--- src/rtl/reg_wr_sched.sv ---
// Write-port scheduler for the register file: arbitrates A/B writers, splits PCLINK into LR then PC.
// Optional privilege check on STATUS writes when REG_WR_SCHED_PRIV_CHECK_EN is defined.
module reg_wr_sched #(
    parameter int          FAIR        = 1,
    parameter logic [31:0] LINK_OFFSET = 32'd0
) (
    input  logic        clk,
    input  logic        rst,
    input  logic        a_valid,
    output logic        a_ready,
    input  logic [3:0]  a_sel,
    input  logic [31:0] a_data,
    input  logic [1:0]  a_mask,
    input  logic        b_valid,
    output logic        b_ready,
    input  logic [3:0]  b_sel,
    input  logic [31:0] b_data,
    input  logic [1:0]  b_mask,
    input  logic [31:0] pc_in,
    input  logic        mode,
    output logic        wr_en,
    output logic [3:0]  wr_sel,
    output logic [31:0] wr_data,
    output logic [31:0] wr_mask,
    output logic        busy,
    output logic        priv_fault
);
    localparam logic [3:0] SEL_STATUS = 4'hB;
    localparam logic [3:0] SEL_LR     = 4'hD;
    localparam logic [3:0] SEL_PCLINK = 4'hE;
    localparam logic [3:0] SEL_PC     = 4'hF;

    typedef enum logic {IDLE, LINK} state_e;

    typedef struct packed {
        logic [3:0]  sel;
        logic [31:0] data;
        logic [1:0]  mask;
    } req_t;

    function automatic logic [31:0] get_mask_32(input logic [1:0] code);
        case (code)
            2'd0:    return 32'h0000_00FF;
            2'd1:    return 32'h0000_FFFF;
            2'd2:    return 32'h00FF_FFFF;
            default: return 32'hFFFF_FFFF;
        endcase
    endfunction

    state_e      state_q, state_d;
    logic        last_b_q;
    logic [31:0] pend_data_q;
    logic [1:0]  pend_mask_q;
    logic        grant_a, grant_b, accept, drop;
    req_t        req;
    logic        nxt_en, nxt_fault;
    logic [3:0]  nxt_sel;
    logic [31:0] nxt_data, nxt_mask;

    // last_b_q resets to B so A wins the first tie under round-robin.
    always_comb begin
        grant_a = a_valid && (!b_valid || (FAIR == 0) || last_b_q);
        grant_b = b_valid && !grant_a;
    end

    assign a_ready = !rst && (state_q == IDLE) && grant_a;
    assign b_ready = !rst && (state_q == IDLE) && grant_b;
    assign accept  = a_ready || b_ready;
    assign req     = grant_a ? '{sel: a_sel, data: a_data, mask: a_mask}
                             : '{sel: b_sel, data: b_data, mask: b_mask};

`ifdef REG_WR_SCHED_PRIV_CHECK_EN
    assign drop = (req.sel == SEL_STATUS) && mode;
`else
    logic unused_mode;
    assign unused_mode = mode;
    assign drop        = 1'b0;
`endif

    always_comb begin
        state_d = state_q;
        case (state_q)
            IDLE:    if (accept && req.sel == SEL_PCLINK) state_d = LINK;
            LINK:    state_d = IDLE;
            default: state_d = IDLE;
        endcase
    end

    // Next values of the registered write port.
    always_comb begin
        nxt_en    = 1'b0;
        nxt_sel   = 4'd0;
        nxt_data  = 32'd0;
        nxt_mask  = 32'd0;
        nxt_fault = 1'b0;
        if (state_q == LINK) begin
            nxt_en   = 1'b1;
            nxt_sel  = SEL_PC;
            nxt_data = pend_data_q;
            nxt_mask = get_mask_32(pend_mask_q);
        end else if (accept) begin
            if (req.sel == SEL_PCLINK) begin
                nxt_en   = 1'b1;
                nxt_sel  = SEL_LR;
                nxt_data = pc_in + LINK_OFFSET;
                nxt_mask = 32'hFFFF_FFFF;
            end else if (drop) begin
                nxt_fault = 1'b1;
            end else begin
                nxt_en   = 1'b1;
                nxt_sel  = req.sel;
                nxt_data = req.data;
                nxt_mask = get_mask_32(req.mask);
            end
        end
    end

    always_ff @(posedge clk) begin
        if (rst) begin
            state_q     <= IDLE;
            last_b_q    <= 1'b1;
            pend_data_q <= 32'd0;
            pend_mask_q <= 2'd0;
            wr_en       <= 1'b0;
            wr_sel      <= 4'd0;
            wr_data     <= 32'd0;
            wr_mask     <= 32'd0;
            busy        <= 1'b0;
            priv_fault  <= 1'b0;
        end else begin
            state_q    <= state_d;
            wr_en      <= nxt_en;
            wr_sel     <= nxt_sel;
            wr_data    <= nxt_data;
            wr_mask    <= nxt_mask;
            busy       <= (state_d == LINK);
            priv_fault <= nxt_fault;
            if (accept) begin
                last_b_q    <= grant_b;
                pend_data_q <= req.data;
                pend_mask_q <= req.mask;
            end
        end
    end
endmodule

--- config.mk ---
export PLATFORM = sky130hd
export DESIGN_NAME = reg_wr_sched
export DESIGN_NICKNAME = d
export VERILOG_FILES = /design/src/rtl/reg_wr_sched.sv
export SDC_FILE = /design/constraint.sdc
export NUM_CORES = 1
export LEC_CHECK = 0
export CORE_ASPECT_RATIO = 2
export CORE_MARGIN = 5
export CORE_UTILIZATION = 36
export CTS_BUF_LIST = sky130_fd_sc_hd__clkbuf_16
export DETAILED_ROUTE_END_ITERATION = 10
export GPL_TIMING_DRIVEN = 0
export PLACE_DENSITY = 0.76
export SYNTH_ARGS = -nofsm -noshare
export SYNTH_HDL_FRONTEND = slang
export SYNTH_SLANG_ARGS = --single-unit
--- constraint.sdc ---
create_clock -name clk -period 1.5 [get_ports clk]
set_input_delay 0.375 -clock clk [delete_from_list [all_inputs] [get_ports clk]]
set_output_delay 0.375 -clock clk [all_outputs]
set_load 0.1 [all_outputs]
==> results of run 1 <==
cells in the final DEF (no fill, tap or decap), drive strengths merged, types with 2 or more instances in the layout:
cell type / synthesis / final
a211oi: 31 / 31
a21boi: 2 / 2
a21o: 2 / 2
a21oi: 7 / 7
a311oi: 2 / 2
and3: 5 / 5
buf: 50 / 141
clkbuf: 8 / 22
clkdlybuf4s50: 0 / 104
clkinv: 0 / 4
dfxtp: 76 / 76
dlygate4sd2: 0 / 3
inv: 35 / 37
mux2i: 33 / 33
nand2: 37 / 37
nand3: 4 / 4
nand4b: 2 / 2
nor2: 38 / 38
o211ai: 3 / 3
o21ai: 8 / 8
o221ai: 32 / 32
power breakdown:
part	total [W]	switching, W	leakage [nW]	internal, W
clock	0.00190	0.000805	0.129	0.00109
combinational	0.00255	0.00161	2.02	0.000940
sequential	0.00225	0.0000746	0.631	0.00218
total	0.00671	0.00249	2.78	0.00421
logic make-up after synthesis:
family          count (synthesis)
buf+inv                        93
other cells                     1
compound gates                 94
flops                          76
simple gates                   91
mux                            33
critical path, cell delays in order (launching register included):
cell	delay, ns
dfxtp_2	0.32
nand2b_4	0.16
buf_8	0.14
nand2_8	0.06
buf_12	0.09
and3_4	0.18
buf_12	0.17
state kept, by name, indices dropped and copies added, names as in the netlist:
register	flops
last_b_q	1
wr_data	32
wr_mask	3
wr_en	1
pend_data_q	32
wr_sel	4
pend_mask_q	2
state_q	1
cell usage after synthesis (2+ instances only):
| cell type | n |
|---|---|
| dfxtp_1 | 76 |
| and3_1 | 5 |
| a311oi_1 | 2 |
| inv_1 | 34 |
| a211oi_1 | 21 |
| nand3_1 | 3 |
| o221ai_2 | 9 |
| a21oi_1 | 7 |
| a21o_1 | 2 |
| buf_4 | 35 |
| o211ai_1 | 3 |
| buf_2 | 8 |
| buf_12 | 2 |
| nand2_1 | 36 |
| mux2i_1 | 33 |
| o221ai_1 | 23 |
| nor2_1 | 37 |
| buf_6 | 4 |
| a211oi_2 | 10 |
| o21ai_0 | 7 |
| a21boi_0 | 2 |
| nand4b_1 | 2 |
| clkbuf_1 | 8 |
area by class of cell:
type                       count  area [sq um]
buffer                        57           452
clock buffer                   9           225
clock inverter                 7          33.8
fill                         800          3380
inverter                      35           131
multi-input combinational    219          2100
sequential                    76          1530
tap                          135           169
timing repair buffer         206          2000
per-stage QoR:
step | cells | hold WS [ns] | area (sq um) | power [W] | setup WS [ns]
after floorplan | 388 | 0.433 | 3690 | 0.00380 | -0.0804
after global placement | 704 | 0.442 | 5670 | 0.00447 | -1.75
after detailed placement | 704 | 0.452 | 5670 | 0.00451 | -1.75
after CTS | 738 | 0.460 | 6120 | 0.00648 | -0.320
after global routing | 744 | 0.482 | 6640 | 0.00692 | -0.352
final | 744 | 0.458 | 6640 | 0.00671 | -0.322
per-layer routing:
metal / routed length [um] / up-vias / global-route usage, %
met5: 0 / - / 0
met4: 714 / 0 / 10.2
met3: 928 / 48 / 5.44
met2: 7720 / 183 / 40.3
met1: 4410 / 1850 / 19.2
li1: - / 1784 / -
how the worst max path moves through the flow:
stage | start | endpoint | depth (start not counted) | slack, ns
after floorplan | last_b_q$_SDFFE_PP1P_ | b_ready | 5 | -0.08
after global placement | b_valid | b_ready | 7 | -1.75
after detailed placement | b_valid | b_ready | 7 | -1.75
after CTS | last_b_q$_SDFFE_PP1P_ | b_ready | 6 | -0.32
after global routing | b_sel[0] | wr_data[17]$_SDFF_PP0_ | 6 | -0.35
final | last_b_q$_SDFFE_PP1P_ | b_ready | 6 | -0.32
timing repair:
action	4_1_cts	5_1_grt
endpoints found under the setup margin	145	89
pin swaps	3	27
gates cloned	2	2
gates resized for setup	469	84
setup buffers	16	5
hold endpoints to repair	0	0
==> run metrics, run 1 <==
crit-path max FO 3; Final Worst Setup Slack -0.322 ns; Syn Nets approximately 500; Min-Delay Endpoint wr_data[31]$_SDFF_PP0_; Die Y about 150 um; Hold Crit Class reg -> reg; CP Launch Type flop; GRT Overall Usage between 20% and 30%; Clk Latency, worst-skew pair between 0.3 and 0.4 ns; unrepaired setup endpoints after global routing true; Final Setup Violations 69; hold-fix buffers at CTS 0; Via Count 3865; Post-Synth XOR/XNOR Area 0%; post-layout util 66.3%; Initial DRT Pass Iterations 4; largest net degree at the start of global routing 13; DRT Wirelength 13800 um; status finished with violations; Area Overhead vs Synth 81.4%; initial antenna violation count 0; number of cells on the worst hold path 2; Power Density between 1000 and 1500 nW/um^2; Seq/Total Area, Yosys 41.5%; Clock transition at path regs ~0.06 ns; layout cells sized above 1 41.5%; FF+latch count, synth 76; Tmin final ~1.8 ns; Num CTS Buffers 9; CTS Sinks between 70 and 80; Die W 81.3 um; CP endpoint kind primary output; die area about 12000 sq um; number of global-route vias before repair 3915; top post-synthesis cells by area dfxtp_1 42%, mux2i_1 9.0%, buf_4 7.2%; gr ovfl total 0; Pleak approximately 2.8 nW; Arrival @ worst endpoint 1.45 ns; adder-cell share of the synthesized area 0%; # IOs 186; CTS tree done; WP data required 1.12 ns; Avg WL per Cell roughly 19 um; Syn Inst Count 388; Avg Vias per Cell ~5.2; first-pass GRT wire length approximately 20000 um; count of final max-slew check failures 0; # nets final between 700 and 800; Compound-Gate Fraction of Synth Area about 22%; Max Clock Skew 0.00641 ns; number of synthesized flops with an enable pin 0; R2R depth 9; Slew HR between 50% and 60%; # diodes 0; estimated wirelength of the detail-placed design 9920 um; num rows 52; failing checks negative setup slack; fin crit share 121%; largest family of logic cells by synthesized area compound AO/OA/AOI/OAI gates; post-synthesis async set-or-reset flop share 0%; worst-margin pin slew between 0.7 and 0.8 ns; Initial Util between 30% and 40%; min-delay src pend_data_q[31]$_SDFFE_PP0P_; Placeable Area approximately 10000 sq um; post-synth top area share roughly 42%; Top FF cell, synth dfxtp_1; Max-Cap Viols 0; fmax about 550 MHz; Ys Warns 0; syn avg cell area roughly 9.4 sq um; simple-gate share of the synthesized area between 10% and 20%; final estimated routing congestion in global placement 0.949; worst r2r src last_b_q$_SDFFE_PP1P_; post-synthesis mux area share 9.02%; RR Endpoint wr_data[1]$_SDFF_PP0_; Max IR drop VDD roughly 0.00068 V; antenna viol nets, final 0; Hold Vio Cnt, Final 0; flop2flop setup slack -0.19 ns; top cell type by total area after synthesis dfxtp_1; Root Buffer Master clkbuf_16; final routed DRC violation total 0; clk buf depth 2; critical path type reg -> out; Post-Synthesis Cell Area between 3000 and 4000 sq um; H-tree Lvls 3; drt first-iter violations between 200 and 250; setup tns final -11.30 ns; Synth cell types between 40 and 50; Port-buffer cells between 150 and 200
Note: power is estimated with default switching activity, not from simulation.
==> run 2, diff against run 1 <==
GPL_TIMING_DRIVEN = default   (was 0)
==> run 2 against run 1 <==
Net effect: wire length increased by 10%; largest power group unchanged; worst hold slack improved by 0.0044 ns; clock power increased by 16%; flip-flop and latch count unchanged; the run still ends with negative setup slack left; sequential power increased by 4%; critical path depth decreased by 2; fmax increased by 9.4%; design area increased by 15%; non-clock buffer count decreased by 8; global-route usage increased by 2.2 points.
==> run metrics, run 2 (synthesized netlist as in run 1, its figures left out) <==
H-tree Lvls 3 (unchanged); post-layout util 76.1% (was 66.3%); setup tns final -3.35 ns (was -11.30 ns); biggest regs pend_data_q (32), wr_data (32), wr_sel (4) (unchanged); Power Density 968 nW/um^2 (was 1010 nW/um^2); Area Overhead vs Synth 108% (was 81.4%); die area 12400 sq um (unchanged); Tmin final 1.67 ns (was 1.82 ns); worst-case hold slack 0.462 ns (was 0.458 ns); Die Y 153 um (unchanged); count of final max-slew check failures 0 (unchanged); met2 usage 44.7% (was 40.3%); estimated wirelength of the detail-placed design 9970 um (was 9920 um); hold-fix buffers at CTS 0 (unchanged); Max IR drop VDD 0.000809 V (was 0.000679 V); Clk Latency, worst-skew pair 0.33 ns (about the same); fillers 609 (was 800); footprint of the multi-input gates 1990 sq um (was 2100 sq um); clk buf depth 2 (unchanged); Via Count 3872 (was 3865); Final Worst Setup Slack -0.166 ns (was -0.322 ns); initial antenna violation count 1 (was 0); final non-filler cell total 737 (was 744); Hold Vio Cnt, Final 0 (unchanged); critical path type reg -> out (unchanged); final estimated routing congestion in global placement 0.862 (was 0.949); leading cell type in the layout, fill and taps excluded clkdlybuf4s50_1 (unchanged); # nets final 709 (was 717); Initial Util 36.6% (unchanged); CTS tree done (unchanged); Avg Vias per Cell 5.25 (was 5.19); final routed DRC violation total 0 (unchanged); Initial DRT Pass Iterations 4 (unchanged); crit-path max FO 3 (unchanged); WP data required 1.12 ns (about the same); CTS Sinks 76 (unchanged); Seq. cell area 1540 sq um (was 1530 sq um); drt first-iter violations 194 (was 232); largest net degree at the start of global routing 28 (was 13); Port-buffer cells 183 (was 181); CP endpoint kind primary output (unchanged); unrepaired setup endpoints after global routing true (unchanged); fmax 600 MHz (was 549 MHz); Placed Cells 693 (was 704); CP Launch Type flop (unchanged); M1 GR Usage 20.7% (was 19.2%); placed instance area 6460 sq um (was 5670 sq um); num rows 52 (unchanged); most frequent cells in the layout 100 x clkdlybuf4s50_1, 87 x buf_12, 70 x dfxtp_1 (was 104 x clkdlybuf4s50_1, 70 x dfxtp_1, 55 x buf_4); GR Util met3 3.67% (was 5.44%); gr ovfl total 0 (unchanged); failing checks negative setup slack (unchanged); number of global-route vias before repair 4173 (was 3915); Final Setup Violations 37 (was 69); Max Clock Skew 0.00421 ns (was 0.00641 ns); Pleak 3.08 nW (was 2.78 nW); Avg WL per Cell 20.6 um (was 18.5 um); Die W 81.3 um (unchanged); Arrival @ worst endpoint 1.29 ns (was 1.45 ns); status finished with violations (unchanged); Num CTS Buffers 9 (unchanged); fin area 7630 sq um (was 6640 sq um); fin crit share 111% (was 121%); # IOs 186 (unchanged); first-pass GRT wire length 21700 um (was 19800 um); layout cells sized above 1 42.4% (was 41.5%); DRT Wirelength 15200 um (was 13800 um); grt peak-use layer met2 (unchanged); Max-Cap Viols 0 (unchanged); Hold Crit Class reg -> reg (unchanged); GRT Overall Usage 23.3% (was 21.0%); Clock transition at path regs 0.06 ns (about the same); antenna viol nets, final 0 (unchanged); Root Buffer Master clkbuf_16 (unchanged); Placeable Area 10000 sq um (unchanged)
[run 2: timing repair]
action | 4_1_cts | 5_1_grt
pin swaps | 6 | 7
setup endpoints to repair | 101 | 72
gates resized for setup | 89 | 31
buffers inserted | 16 | 5
cloned | 8 | 1
[run 2: worst max-delay path: stages (launching register included)]
cell,delay [ns]
dfxtp_4,0.35
nor2_4,0.11
buf_6,0.12
and3_4,0.21
buf_12,0.17
[run 2: worst paths after layout]
path                            depth (start not counted)                         from                endpoint  slack, ns
worst max-delay path                                    4           state_q$_SDFF_PP0_                 a_ready      -0.17
worst min-delay path                                    2  pend_data_q[4]$_SDFFE_PP0P_   wr_data[4]$_SDFF_PP0_       0.46
worst max register to register                          7           state_q$_SDFF_PP0_  wr_data[14]$_SDFF_PP0_      -0.13
worst min register to register                          2  pend_data_q[4]$_SDFFE_PP0P_   wr_data[4]$_SDFF_PP0_       0.46
[run 2: per-layer routing]
layer / up-vias / wire [um]
li1: 1767 / -
met1: 1871 / 4690
met2: 189 / 8870
met3: 45 / 862
met4: 0 / 763
met5: - / 0
[run 2: final cells by class]
cell class	instances	share of cell area [%]
inverter	35	1.72
timing repair buffer	255	45.8
multi-input combinational	219	26.0
tap	135	2.21
clock buffer	10	3.28
sequential	76	20.2
antenna	1	0.0328
clock inverter	6	0.689
[run 2: through the flow]
stage	setup WS, ns	total power (W)
after floorplan	-0.0804	0.00380
after global placement	-0.556	0.00484
after detailed placement	-0.585	0.00488
after CTS	-0.150	0.00730
after global routing	-0.181	0.00757
final	-0.166	0.00738
[run 2: power by group]
part           leakage, nW  internal, W  switching [W]  total (W)
clock                0.156      0.00137       0.000827    0.00220
combinational         2.29      0.00125        0.00160    0.00286
sequential           0.632      0.00218       0.000150    0.00233
==> patch, RTL diff (settings of run 2) <==
Add a define of `REG_WR_SCHED_PRIV_CHECK_EN`.
--- a/src/rtl/reg_wr_sched.sv
+++ b/src/rtl/reg_wr_sched.sv
@@ -1,5 +1,7 @@
 // Write-port scheduler for the register file: arbitrates A/B writers, splits PCLINK into LR then PC.
 // Optional privilege check on STATUS writes when REG_WR_SCHED_PRIV_CHECK_EN is defined.
+`define REG_WR_SCHED_PRIV_CHECK_EN
+
 module reg_wr_sched #(
     parameter int          FAIR        = 1,
     parameter logic [31:0] LINK_OFFSET = 32'd0
Check against the original RTL: not equivalent (Yosys sat finds a counterexample within 4 cycles, from zero or initial values and one cycle with rst high).
==> patch against run 2 <==
The flow still finishes with violations (negative setup slack); fmax decreased by 1.0%; total power increased by 8.3%; wire length increased by 18%; area after synthesis increased by 9.6%; sequential power increased by 2%; design area increased by 11%; synthesized cell count increased by 9.5%; largest power group unchanged; setup slack got worse by 0.018 ns; register-to-register slack got worse by 0.05 ns; sequential cell count increased by 1; utilization increased by 0.99 points; die area increased by 8.7%.
==> patch: results (changes against run 2) <==
HPWL Detailed - 11340 um (was 9967 um)
Setup WS post-layout - -0.1839 ns (was -0.1662 ns)
Layout cells sized above 1 - 0.5086 (was 0.4243)
Nets - 749 (was 709)
Status - complete, but fails checks (unchanged)
LEAKAGE - 3.249 nW (was 3.079 nW)
Final setup viols - 71 (was 37)
Met3 usage - 0.04091 (was 0.03669)
GR Util met1 - 0.2258 (was 0.2071)
Number of distinct library cells after synthesis - 47 (was 42)
Seq/Total Area, Yosys - 0.3839 (was 0.4154)
Failing checks - negative setup slack (unchanged)
Crit path DAT - 1.90 ns (was 1.29 ns)
GRT met2 Usage - 0.4536 (was 0.4467)
NetSw - 2.913 mW (was 2.579 mW)
PortBufs - 185 (was 183)
Worst-path cell with the longest stage delay - dfxtp_2 (was dfxtp_4)
Vias/cell - 5.493 (was 5.254)
Commonest cells post-synth - dfxtp_1, nor2_1, nand2_1 (unchanged)
Initial antenna violation count - 2 (was 1)
Number of global-route vias before repair - 4600 (was 4173)
Worst clock skew - 0.006743 ns (was 0.004214 ns)
CP delay by family, top - simple AND/OR/NAND/NOR gates (was flip-flops)
Worst hold path class - input pin to flip-flop (was flip-flop to flip-flop)
DR iter-0 viols - 270 (was 194)
GP Congestion - 0.8354 (was 0.8621)
Synth area leaders - dfxtp_1, mux2i_1, buf_4, o221ai_2, a211oi_2 (was dfxtp_1, mux2i_1, buf_4, o221ai_1, a211oi_1)
[patch: cell types whose count changed after synthesis, sizes merged, moves of 8 or more]
cell,change
o221ai,-8
o31ai,+9
a21boi,+9
inv,-8
nor2,+13
nor4,+8
[patch: power by group through the flow]
stage	clock network [mW]	logic, mW	registers [mW]
after floorplan	0	1.08	2.93
after global placement	0	2.68	2.41
after detailed placement	0	2.72	2.42
after CTS	2.38	2.92	2.37
after global routing	2.49	3.33	2.39
final	2.37	3.24	2.38
[patch: path summary, 6_finish.rpt]
path | from | endpoint
max reg2reg | last_b_q | wr_data[4]
min reg2reg | pend_data_q[31] | wr_data[31]
min | b_valid | last_b_q
max | last_b_q | wr_data[4]
[patch: kinds of logic (layout without fill, tap and decap cells)]
logic type / Yosys count / count (layout) / share of synthesized area
mux: 26 / 26 / 0.06482
flops: 77 / 77 / 0.3839
simple gates: 126 / 127 / 0.1524
other cells: 0 / 2 / 0
buf+inv: 87 / 302 / 0.1384
compound gates: 109 / 109 / 0.2605
[patch: metrics by stage]
| stage | instances | utilization | setup TNS [ns] |
|---|---|---|---|
| floorplan | 425 | - | -1.358 |
| finish | 783 | 0.7710 | -7.126 |
| global route | 783 | 0.7710 | -10.01 |
| CTS | 771 | 0.7045 | -3.781 |
| detailed placement | 738 | 0.6248 | -48.18 |
| global placement | 738 | 0.6248 | -46.93 |
[patch: repair_timing]
| action | in CTS | in global routing |
|---|---|---|
| cloned | 5 | 3 |
| resized for setup | 96 | 116 |
| endpoints found under the hold margin | 0 | 0 |
| setup endpoints to repair | 111 | 71 |
| setup buffers | 13 | 10 |
| pin swaps | 39 | 52 |
[patch: worst reg2reg max path: stages, from the launching register on]
cell,delay [ns]
dfxtp_2,0.34
nand2b_4,0.17
buf_4,0.16
buf_12,0.14
and3_4,0.17
buf_12,0.15
nor4_4,0.31
o31ai_4,0.12
[patch: area by class of cell]
cell class | count | area (sq um)
Sequential cell | 77 | 1562
Clock buffer | 9 | 225.2
Timing Repair Buffer | 259 | 3465
Inverter | 27 | 101.3
Multi-Input combinational cell | 262 | 2806
Antenna cell | 2 | 5.005
Tap cell | 140 | 175.2
Clock inverter | 7 | 100.1
Fill cell | 660 | 2506
[patch: layer usage]
layer | up-vias | part of all wire
li1 | 1928 | -
met1 | 2065 | 0.31
met2 | 225 | 0.57
met3 | 83 | 0.054
met4 | 0 | 0.072
met5 | - | 0
